===== src/rtl/sl_fifo_sched.sv =====
// sl_fifo_sched: round-robin burst scheduler for the CU2F/DU2F/DF2U sockets of an FX3 slave FIFO.
// Defining SL_SCHED_PKTEND_EN adds a timed short-packet flush of DF2U terminated with SL_PKTEND_N.
module sl_fifo_sched #(
  parameter int         BURST_LEN   = 16,
  parameter int         TURNAROUND  = 2,
  parameter int         RD_LATENCY  = 2,
  parameter int         PKT_TIMEOUT = 1024,
  parameter logic [1:0] AD_CU2F     = 2'b00,
  parameter logic [1:0] AD_DU2F     = 2'b01,
  parameter logic [1:0] AD_DF2U     = 2'b11
) (
  input  logic        SYS_CLK,
  input  logic        SYS_RST_N,
  input  logic        FLAG_CU2F,
  input  logic        FLAG_DU2F,
  input  logic        FLAG_DF2U,
  input  logic [15:0] CU2F_ROOM,
  input  logic [15:0] DU2F_ROOM,
  input  logic [15:0] DF2U_ITEMS,
  output logic [1:0]  SL_AD,
  output logic        SL_RD_N,
  output logic        SL_OE_N,
  output logic        SL_WR_N,
  output logic        SL_PKTEND_N,
  output logic        CAPTURE,
  output logic        CAP_SEL,
  output logic        DF2U_POP,
  output logic [2:0]  GRANT,
  output logic        BUSY
);

  localparam logic [2:0] S_IDLE     = 3'd0;
  localparam logic [2:0] S_ADDR     = 3'd1;
  localparam logic [2:0] S_RD       = 3'd2;
  localparam logic [2:0] S_RD_FLUSH = 3'd3;
  localparam logic [2:0] S_WR       = 3'd4;
  localparam logic [2:0] S_GAP      = 3'd5;

  localparam logic [15:0] BL  = 16'(BURST_LEN);
  localparam logic [15:0] TA  = 16'(TURNAROUND);
  localparam logic [15:0] RDL = 16'(RD_LATENCY);

  logic [2:0]  r_state;
  logic [15:0] r_cnt;
  logic [15:0] r_len;
  logic        r_short;
  logic [2:0]  r_grant;
  logic [1:0]  r_ad;
  logic        r_rd_n;
  logic        r_oe_n;
  logic        r_wr_n;
  logic        r_pop;
  logic        r_pktend_n;
  logic [1:0]  r_rr_ptr;

  logic [2:0]  w_elig;
  logic        w_any;
  logic        w_df2u_full;
  logic        w_short_ok;
  logic [1:0]  w_pick;
  logic [2:0]  w_gnt_onehot;
  logic [1:0]  w_gnt_ad;
  logic        w_gnt_short;
  logic [15:0] w_gnt_len;
  logic [1:0]  w_rr_next;

  assign w_df2u_full = (DF2U_ITEMS >= BL);
  assign w_elig[0]   = FLAG_CU2F && (CU2F_ROOM >= BL);
  assign w_elig[1]   = FLAG_DU2F && (DU2F_ROOM >= BL);
  assign w_elig[2]   = FLAG_DF2U && (w_df2u_full || w_short_ok);
  assign w_any       = |w_elig;

`ifdef SL_SCHED_PKTEND_EN
  localparam logic [15:0] PKT_TO = 16'(PKT_TIMEOUT);

  logic [15:0] r_to_cnt;
  logic        w_short_pend;

  // A partial packet waiting in the transmit FIFO ages until it is flushed; saturates at the threshold.
  assign w_short_pend = (DF2U_ITEMS != 16'd0) && !w_df2u_full;

  always_ff @(posedge SYS_CLK or negedge SYS_RST_N) begin
    if (!SYS_RST_N) begin
      r_to_cnt <= '0;
    end else if (w_short_pend && !r_grant[2]) begin
      if (r_to_cnt < PKT_TO) begin
        r_to_cnt <= r_to_cnt + 16'd1;
      end
    end else begin
      r_to_cnt <= '0;
    end
  end

  assign w_short_ok = w_short_pend && (r_to_cnt >= PKT_TO);
`else
  assign w_short_ok = 1'b0;
`endif

  // Search order rotates so the channel after the last grant is examined first.
  always_comb begin
    w_pick = 2'd0;
    case (r_rr_ptr)
      2'd1:    w_pick = w_elig[1] ? 2'd1 : (w_elig[2] ? 2'd2 : 2'd0);
      2'd2:    w_pick = w_elig[2] ? 2'd2 : (w_elig[0] ? 2'd0 : 2'd1);
      default: w_pick = w_elig[0] ? 2'd0 : (w_elig[1] ? 2'd1 : 2'd2);
    endcase
  end

  always_comb begin
    w_gnt_onehot = 3'b001;
    w_gnt_ad     = AD_CU2F;
    case (w_pick)
      2'd1: begin
        w_gnt_onehot = 3'b010;
        w_gnt_ad     = AD_DU2F;
      end
      2'd2: begin
        w_gnt_onehot = 3'b100;
        w_gnt_ad     = AD_DF2U;
      end
      default: begin
        w_gnt_onehot = 3'b001;
        w_gnt_ad     = AD_CU2F;
      end
    endcase
  end

  assign w_gnt_short = (w_pick == 2'd2) && !w_df2u_full;
  assign w_gnt_len   = w_gnt_short ? DF2U_ITEMS : BL;
  assign w_rr_next   = (w_pick == 2'd2) ? 2'd0 : (w_pick + 2'd1);

  always_ff @(posedge SYS_CLK or negedge SYS_RST_N) begin
    if (!SYS_RST_N) begin
      r_state    <= S_IDLE;
      r_cnt      <= '0;
      r_len      <= '0;
      r_short    <= 1'b0;
      r_grant    <= 3'b000;
      r_ad       <= 2'b00;
      r_rd_n     <= 1'b1;
      r_oe_n     <= 1'b1;
      r_wr_n     <= 1'b1;
      r_pop      <= 1'b0;
      r_pktend_n <= 1'b1;
      r_rr_ptr   <= 2'd0;
    end else begin
      case (r_state)
        S_IDLE: begin
          if (w_any) begin
            r_grant  <= w_gnt_onehot;
            r_ad     <= w_gnt_ad;
            r_len    <= w_gnt_len;
            r_short  <= w_gnt_short;
            r_rr_ptr <= w_rr_next;
            r_oe_n   <= (w_pick == 2'd2);
            r_cnt    <= 16'd1;
            r_state  <= S_ADDR;
          end
        end
        S_ADDR: begin
          if (r_cnt >= TA) begin
            r_cnt <= 16'd1;
            if (r_grant[2]) begin
              r_state    <= S_WR;
              r_wr_n     <= 1'b0;
              r_pop      <= 1'b1;
              r_pktend_n <= ~(r_short && (r_len == 16'd1));
            end else begin
              r_state <= S_RD;
              r_rd_n  <= 1'b0;
            end
          end else begin
            r_cnt <= r_cnt + 16'd1;
          end
        end
        S_RD: begin
          if (r_cnt == r_len) begin
            r_rd_n  <= 1'b1;
            r_cnt   <= 16'd1;
            r_state <= S_RD_FLUSH;
          end else begin
            r_cnt <= r_cnt + 16'd1;
          end
        end
        S_RD_FLUSH: begin
          // OE stays asserted until the last in-flight word has been captured.
          if (r_cnt >= RDL) begin
            r_oe_n  <= 1'b1;
            r_state <= S_GAP;
          end else begin
            r_cnt <= r_cnt + 16'd1;
          end
        end
        S_WR: begin
          if (r_cnt == r_len) begin
            r_wr_n     <= 1'b1;
            r_pop      <= 1'b0;
            r_pktend_n <= 1'b1;
            r_state    <= S_GAP;
          end else begin
            r_cnt      <= r_cnt + 16'd1;
            r_pktend_n <= ~(r_short && ((r_cnt + 16'd1) == r_len));
          end
        end
        S_GAP: begin
          r_grant <= 3'b000;
          r_ad    <= 2'b00;
          r_short <= 1'b0;
          r_state <= S_IDLE;
        end
        default: begin
          r_state <= S_IDLE;
        end
      endcase
    end
  end

  // Read-strobe delay line: tap RD_LATENCY marks the cycle SL_DT carries valid data.
  logic [RD_LATENCY:0] w_cap_tap;
  assign w_cap_tap[0] = ~r_rd_n;

  generate
    for (genvar gi = 0; gi < RD_LATENCY; gi++) begin : g_cap_stage
      logic r_tap;
      always_ff @(posedge SYS_CLK or negedge SYS_RST_N) begin
        if (!SYS_RST_N) begin
          r_tap <= 1'b0;
        end else begin
          r_tap <= w_cap_tap[gi];
        end
      end
      assign w_cap_tap[gi+1] = r_tap;
    end
  endgenerate

  assign CAPTURE     = w_cap_tap[RD_LATENCY];
  assign CAP_SEL     = r_grant[1];
  assign SL_AD       = r_ad;
  assign SL_RD_N     = r_rd_n;
  assign SL_OE_N     = r_oe_n;
  assign SL_WR_N     = r_wr_n;
  assign SL_PKTEND_N = r_pktend_n;
  assign DF2U_POP    = r_pop;
  assign GRANT       = r_grant;
  assign BUSY        = (r_state != S_IDLE);

endmodule


===== config.mk =====
export PLATFORM = sky130hd
export DESIGN_NAME = sl_fifo_sched
export DESIGN_NICKNAME = d
export VERILOG_FILES = /design/src/rtl/sl_fifo_sched.sv
export SDC_FILE = /design/constraint.sdc
export NUM_CORES = 1
export LEC_CHECK = 0
export ABC_AREA = 1
export CAP_MARGIN = 15
export CORE_UTILIZATION = 25
export DETAILED_ROUTE_END_ITERATION = 10
export GPL_ROUTABILITY_DRIVEN = 0
export PLACE_DENSITY = 0.45
export SLEW_MARGIN = 40
export SYNTH_ARGS = -nofsm -noshare
export SYNTH_HDL_FRONTEND = slang
export SYNTH_SLANG_ARGS = --single-unit

===== constraint.sdc =====
create_clock -name SYS_CLK -period 4.4 [get_ports SYS_CLK]
set_clock_uncertainty 0.2 [all_clocks]
set_input_delay 0.88 -clock SYS_CLK [delete_from_list [all_inputs] [get_ports SYS_CLK]]
set_output_delay 0.88 -clock SYS_CLK [all_outputs]
set_load 0.01 [all_outputs]

==> out/qor.csv, run 1 <==
stage,metric,value,unit
clocking,clock_latency,0.30,ns
logic_synthesis,synthMuxAreaShare,0,
global_route,grt_overflow,0,
worst_setup_path,cp_top_family,buffers and inverters,
logic_synthesis,synthSimpleGateAreaFrac,0.4392,
logic_synthesis,synth_area,3487,sq um
floorplanning,die_h,120.1,microns
run_status,status,finished clean,
floorplanning,dieArea,14430,sq um
global_route,grt_pass1_vias,3564,
clocking,hold_buffers,0,
floorplanning,design.core.area,13400,sq um
floorplanning,fp.dieW,120.1,microns
logic_synthesis,synth_fp_nets,612,
timing,hold_violations,0,
worst_setup_path,critPathMaxStageDelay,0.69,ns
route,dr_total_vias,3448,
timing,setup_violations,0,
worst_setup_path,crit_path_end_kind,flop,
global_route,grt_usage,0.1534,
placement,place.detailed.hpwl,7681,microns
timing,slew_headroom,0.5020,
clocking,cts_buffer_depth,2,
clocking,cts.htree.levels,2,
global_route,antenna_found_initial,0,
route,drc_errors,0,
placement,numPortBuffers,57,
global_route,grt_pass1_wl,17530,microns
finish,n_antenna_cell,0,
worst_setup_path,arrival,3.31,ns
worst_setup_path,path_common_cell,nand2_1,
pwr,power_per_cell_area,446.0,nW/um^2
timing,fin_crit_sh,0.7538,
worst_setup_path,crit_buf_inv,2,
timing,hold_ws,0.1515,ns
clocking,cts_sinks,49,
finish,final_cell_mix,"210 x nand2_1, 86 x nor2_1, 61 x inv_1, 56 x clkdlybuf4s50_1, 45 x dfrtp_1",
logic_synthesis,syn_area_per_cell,6.329,sq um
timing,slew_violations,0,
floorplanning,start_util,0.2602,
finish,area_growth,25.94,%
hold_path,worstHoldPathType,reg -> reg,
timing,min_period,3.317,ns
worst_setup_path,path_cells,clkdlybuf4s50_1 -> nor4_1 -> nand2_1 -> nand2_1 -> nand3_1 -> nand2_1 -> clkinv_1 -> o21a_1,
timing,clock.fmax,301.5,MHz
route,drtPass1Iterations,4,
logic_synthesis,synth_fa_ha_area_frac,0.02870,
pwr,p_leak,2.094,nW
floorplanning,rows,42,
global_route,grt_max_degree,30,
route,wl_per_cell,12.65,microns
logic_synthesis,syn_inst,551,
finish,utilization,0.3277,
logic_synthesis,synth-xor-area-share,0.02763,
route,routed_via_density,4.398,
worst_setup_path,cpMaxStageDelayCell,clkinv_1,
logic_synthesis,ys_seq_area_frac,0.3531,
clocking,root_buffer,clkbuf_16,
worst_setup_path,critPathLaunchType,input pin,
route,ant_nets,0,
route,dr.first_iter.drc_count,194,
timing,fin_tns_setup,0,ns
run,cap_violations,0,
clocking,cts.clk_slew.worst_paths,0.07,ns
timing,tightest_slew,0.7424,ns
logic_synthesis,ys_warn_count,0,
logic_synthesis,synth_compound_area_frac,0.05310,
route,wl,9916,microns
clocking,cts-resized-gates,0,
clocking,cts-buffers-inserted,5,
logic_synthesis,ys_types,33,
clocking,post-cts-setup-buffers,0,
pwr,peakVddDrop,0.2487,mV
worst_setup_path,crit_fanout,25,
logic_synthesis,ys_ff_latch,49,
finish,num-nets-final,668,
floorplanning,ios,66,
worst_setup_path,required,4.39,ns
finish,drive_above_1_share,0.06414,
logic_synthesis,synth_top_family_by_area,simple AND/OR/NAND/NOR gates,
worst_setup_path,path_class,in -> reg,
timing,grt_setup_unrepaired,false,
clocking,cts_tree,built,
finish,layout_commonest_cell,nand2_1,
## sequential cells by signal, indices dropped and copies added, names as in the netlist, 2 cells and up
name      cells
r_rr_ptr      2
r_state       3
GRANT         3
r_cnt        16
r_len        16
## logic make-up after synthesis
logic type,after synthesis
and+or+nand+nor,368
buffers and inverters,82
DFF,49
AOI/OAI and AO/OA,33
xor gates and xnor gates,11
adders and majority gates,8
## per-stage QoR
stage / area, sq um / total power [mW] / worst slack, ns / cells
final: 4392 / 1.959 / 1.083 / 784
after global routing: 4392 / 2.135 / 0.6719 / 784
after CTS: 4392 / 1.995 / 1.323 / 784
after global placement: 4215 / 1.512 / 1.084 / 776
after floorplan: 3487 / 1.218 / 1.880 / 551
after detailed placement: 4215 / 1.516 / 1.007 / 776
## layer usage
metal  up-vias  part of all wire  track usage
met2        43              0.47       0.2590
met4         0             0.013      0.04688
met5         -                 0            0
met1      1587              0.48       0.1990
li1       1808                 -            -
met3        10             0.031      0.02519
## layout make-up
class | instances | area, sq um
multi-input cells | 420 | 1913
clock inverters | 2 | 37.54
well taps | 176 | 220.2
fillers | 1527 | 9009
inverters | 73 | 277.8
flip-flops and latches | 49 | 1231
clock buffers | 6 | 138.9
repair buffers | 58 | 573.1
## worst paths after layout
| kind | startpoint | end | slack [ns] | depth (start not counted) |
|---|---|---|---|---|
| hold / removal | g_cap_stage[0].r_tap | CAPTURE | 0.15 | 0 |
| setup reg to reg | r_state[1] | r_len[4] | 1.99 | 6 |
| setup / recovery | DU2F_ROOM[7] | r_len[4] | 1.08 | 8 |
| min in group asynchronous | SYS_RST_N | r_len[8] | 0.34 | 1 |
| hold reg to reg | g_cap_stage[0].r_tap | CAPTURE | 0.15 | 0 |
| max in group asynchronous | SYS_RST_N | SL_OE_N | 2.85 | 2 |
## cells in the mapped netlist (all sizes together)
library cell | count | area [sq um]
nand2 | 216 | 825.8
nor2 | 90 | 352.8
inv | 72 | 272.8
dfrtp | 45 | 1126
nand3 | 41 | 217.7
o21ai | 25 | 125.1
nand4 | 12 | 75.07
xor2 | 10 | 87.58
ha | 8 | 100.1
buf | 7 | 57.55
nor3 | 6 | 40.04
dfstp | 4 | 105.1
clkbuf | 2 | 7.510
nor4 | 2 | 12.51
o21bai | 2 | 15.01
a21boi | 1 | 7.510
a21oi | 1 | 5.000
a22oi | 1 | 12.51
a31oi | 1 | 6.260
clkinv | 1 | 5.000
nand3b | 1 | 7.510
o21a | 1 | 7.510
o22ai | 1 | 6.260
xnor2 | 1 | 8.760
## report_power, final
group	internal, mW	switching (mW)
sequential	0.525	0.0633
combinational	0.300	0.605
clock	0.284	0.181
total	1.11	0.849
No activity file was read; power rests on OpenSTA's default activity.
==> run 2, diff against run 1 <==
==> constraint.sdc (replaced) <==
create_clock -name SYS_CLK -period 3.2 [get_ports SYS_CLK]
set_clock_uncertainty 0.2 [all_clocks]
set_input_delay 0.64 -clock SYS_CLK [delete_from_list [all_inputs] [get_ports SYS_CLK]]
set_output_delay 0.64 -clock SYS_CLK [all_outputs]
set_load 0.01 [all_outputs]
==> run 2 against run 1 <==
Via count is 0.61% lower. Core utilization increased by 0.10 points. Total power grew 34%. Highest routed layer unchanged. Global-route usage fell by 0.38 points. Die area stayed put. First-iteration DRC count decreased by 21%. Wire length shrank 0.72%. Final cell count grew 0.51%. Setup slack worse by 0.53 ns.
==> out/qor.csv, run 2 (synthesis results as in run 1) <==
stage,metric,value,unit
clocking,cts_sinks,49,
timing,min_period,2.650,ns
clocking,cts-buffers-inserted,5,
clocking,cts.htree.levels,2,
finish,area_growth,26.34,%
finish,drive_above_1_share,0.07026,
clocking,cts_buffer_depth,2,
timing,slew_violations,0,
route,drc_errors,0,
finish,utilization,0.3288,
worst_setup_path,critPathMaxStageDelay,0.40,ns
clocking,hold_buffers,0,
finish,reg_top3,"r_cnt: 16 flops, r_len: 16 flops",
global_route,grt_overflow,0,
timing,setup_violations,0,
worst_setup_path,cp_top_family,simple AND/OR/NAND/NOR gates,
timing,fin_crit_sh,0.8282,
placement,numPortBuffers,57,
run_status,status,finished clean,
route,wl_per_cell,12.49,microns
clocking,post-cts-setup-buffers,0,
route,routed_via_density,4.349,
worst_setup_path,crit_buf_inv,2,
floorplanning,design.core.area,13400,sq um
timing,slew_headroom,0.6549,
clocking,root_buffer,clkbuf_16,
timing,tightest_slew,0.5170,ns
timing,clock.fmax,377.3,MHz
run,cap_violations,0,
hold_path,worstHoldPathType,in -> async,
finish,register_area,1231,sq um
worst_setup_path,cpMaxStageDelayCell,clkdlybuf4s50_1,
pwr,power_per_cell_area,595.4,nW/um^2
global_route,antenna_found_initial,0,
worst_setup_path,crit_path_end_kind,flop,
worst_setup_path,path_common_cell,o21ai_0,
finish,multi_input_comb_area,1913,sq um
floorplanning,ios,66,
timing,grt_setup_unrepaired,false,
finish,layout_commonest_cell,nand2_1,
floorplanning,fp.dieW,120.1,microns
worst_setup_path,arrival,2.64,ns
floorplanning,rows,42,
finish,final_cell_mix,"210 x nand2_1, 86 x nor2_1, 62 x inv_1, 56 x clkdlybuf4s50_1, 45 x dfrtp_1",
global_route,grt_max_degree,50,
finish,num-nets-final,672,
clocking,cts_tree,built,
global_route,grt_usage,0.1496,
route,dr_total_vias,3427,
pwr,peakVddDrop,0.3613,mV
worst_setup_path,r2r_start,r_cnt[0],
floorplanning,dieArea,14430,sq um
clocking,cts-resized-gates,0,
worst_setup_path,required,3.19,ns
finish,fillCellCount,1480,
global_route,grt_pass1_wl,16970,microns
floorplanning,die_h,120.1,microns
pwr,p_leak,2.115,nW
clocking,clock_latency,0.30,ns
route,wl,9845,microns
worst_setup_path,startpoint,DU2F_ROOM[7],
timing,hold_violations,0,
worst_setup_path,crit_fanout,5,
clocking,cts.clk_slew.worst_paths,0.07,ns
floorplanning,start_util,0.2602,
finish,n_antenna_cell,0,
route,ant_nets,0,
worst_setup_path,critPathLaunchType,input pin,
worst_setup_path,path_cells,clkdlybuf4s50_1 -> nor4_1 -> a21boi_0 -> nor2_1 -> o21ai_0 -> o21ai_0 -> ha_1 -> nand3_1 -> inv_1 -> nand2_1 -> o21a_1,
route,dr.first_iter.drc_count,154,
timing,fin_tns_setup,0,ns
global_route,grt_pass1_vias,3436,
route,drtPass1Iterations,5,
worst_setup_path,path_class,in -> reg,
placement,place.detailed.hpwl,7638,microns
run 2: cell types whose count changed in the layout (fill, tap and decap cells not counted), sizes merged:
cell | previous run | this run
clkbuf | 6 | 5
bufinv | 1 | 0
inv | 71 | 72
clkinv | 2 | 4
buf | 2 | 6
clkinvlp | 1 | 0
run 2: where the power goes:
group / total [mW] / internal, mW / switching [mW]
combinational: 1.27 / 0.441 / 0.833
sequential: 0.808 / 0.722 / 0.0855
clock: 0.541 / 0.292 / 0.249
run 2: through the flow:
stage	total power, mW	std cells	area [sq um]	setup WS (ns)	hold slack (ns)
after floorplan	1.675	551	3487	0.9204	0.1312
after global placement	2.112	780	4258	0.2675	0.1346
after detailed placement	2.116	780	4258	0.2241	0.1373
after CTS	2.676	788	4405	0.5251	0.1397
after global routing	2.862	788	4405	0.2614	0.1470
final	2.623	788	4405	0.5498	0.1263
run 2: cell type report:
type,instances,share of cell area
multi-input cells,420,0.4343
clock buffers,5,0.02840
repair buffers,62,0.1397
clock inverters,3,0.005112
well taps,176,0.04999
flip-flops and latches,49,0.2795
inverters,73,0.06305
run 2: worst paths after layout:
path	endpoint	slack [ns]	cells past startpoint
min in group SYS_CLK	CAPTURE	0.15	0
worst min register to register	CAPTURE	0.15	0
worst min-delay path	r_cnt[7]	0.13	2
max in group asynchronous	SL_WR_N	2.39	2
worst max-delay path	r_len[4]	0.55	11
worst max register to register	r_cnt[11]	0.78	11
run 2: routing by layer:
| metal | track usage | part of all wire |
|---|---|---|
| met4 | 0.03906 | 0.011 |
| met3 | 0.01901 | 0.016 |
| met1 | 0.2015 | 0.51 |
| met5 | 0 | 0 |
| met2 | 0.2507 | 0.46 |
run 2: worst reg2reg max path, stage by stage, from the launching register on:
cell	delay [ns]
dfrtp_1	0.48
inv_1	0.10
ha_1	0.22
nor2_1	0.12
nand3_1	0.08
nor2_1	0.11
nand2_1	0.14
a22oi_2	0.21
nand3_4	0.26
inv_4	0.27
nand2_1	0.09
nand2_1	0.07
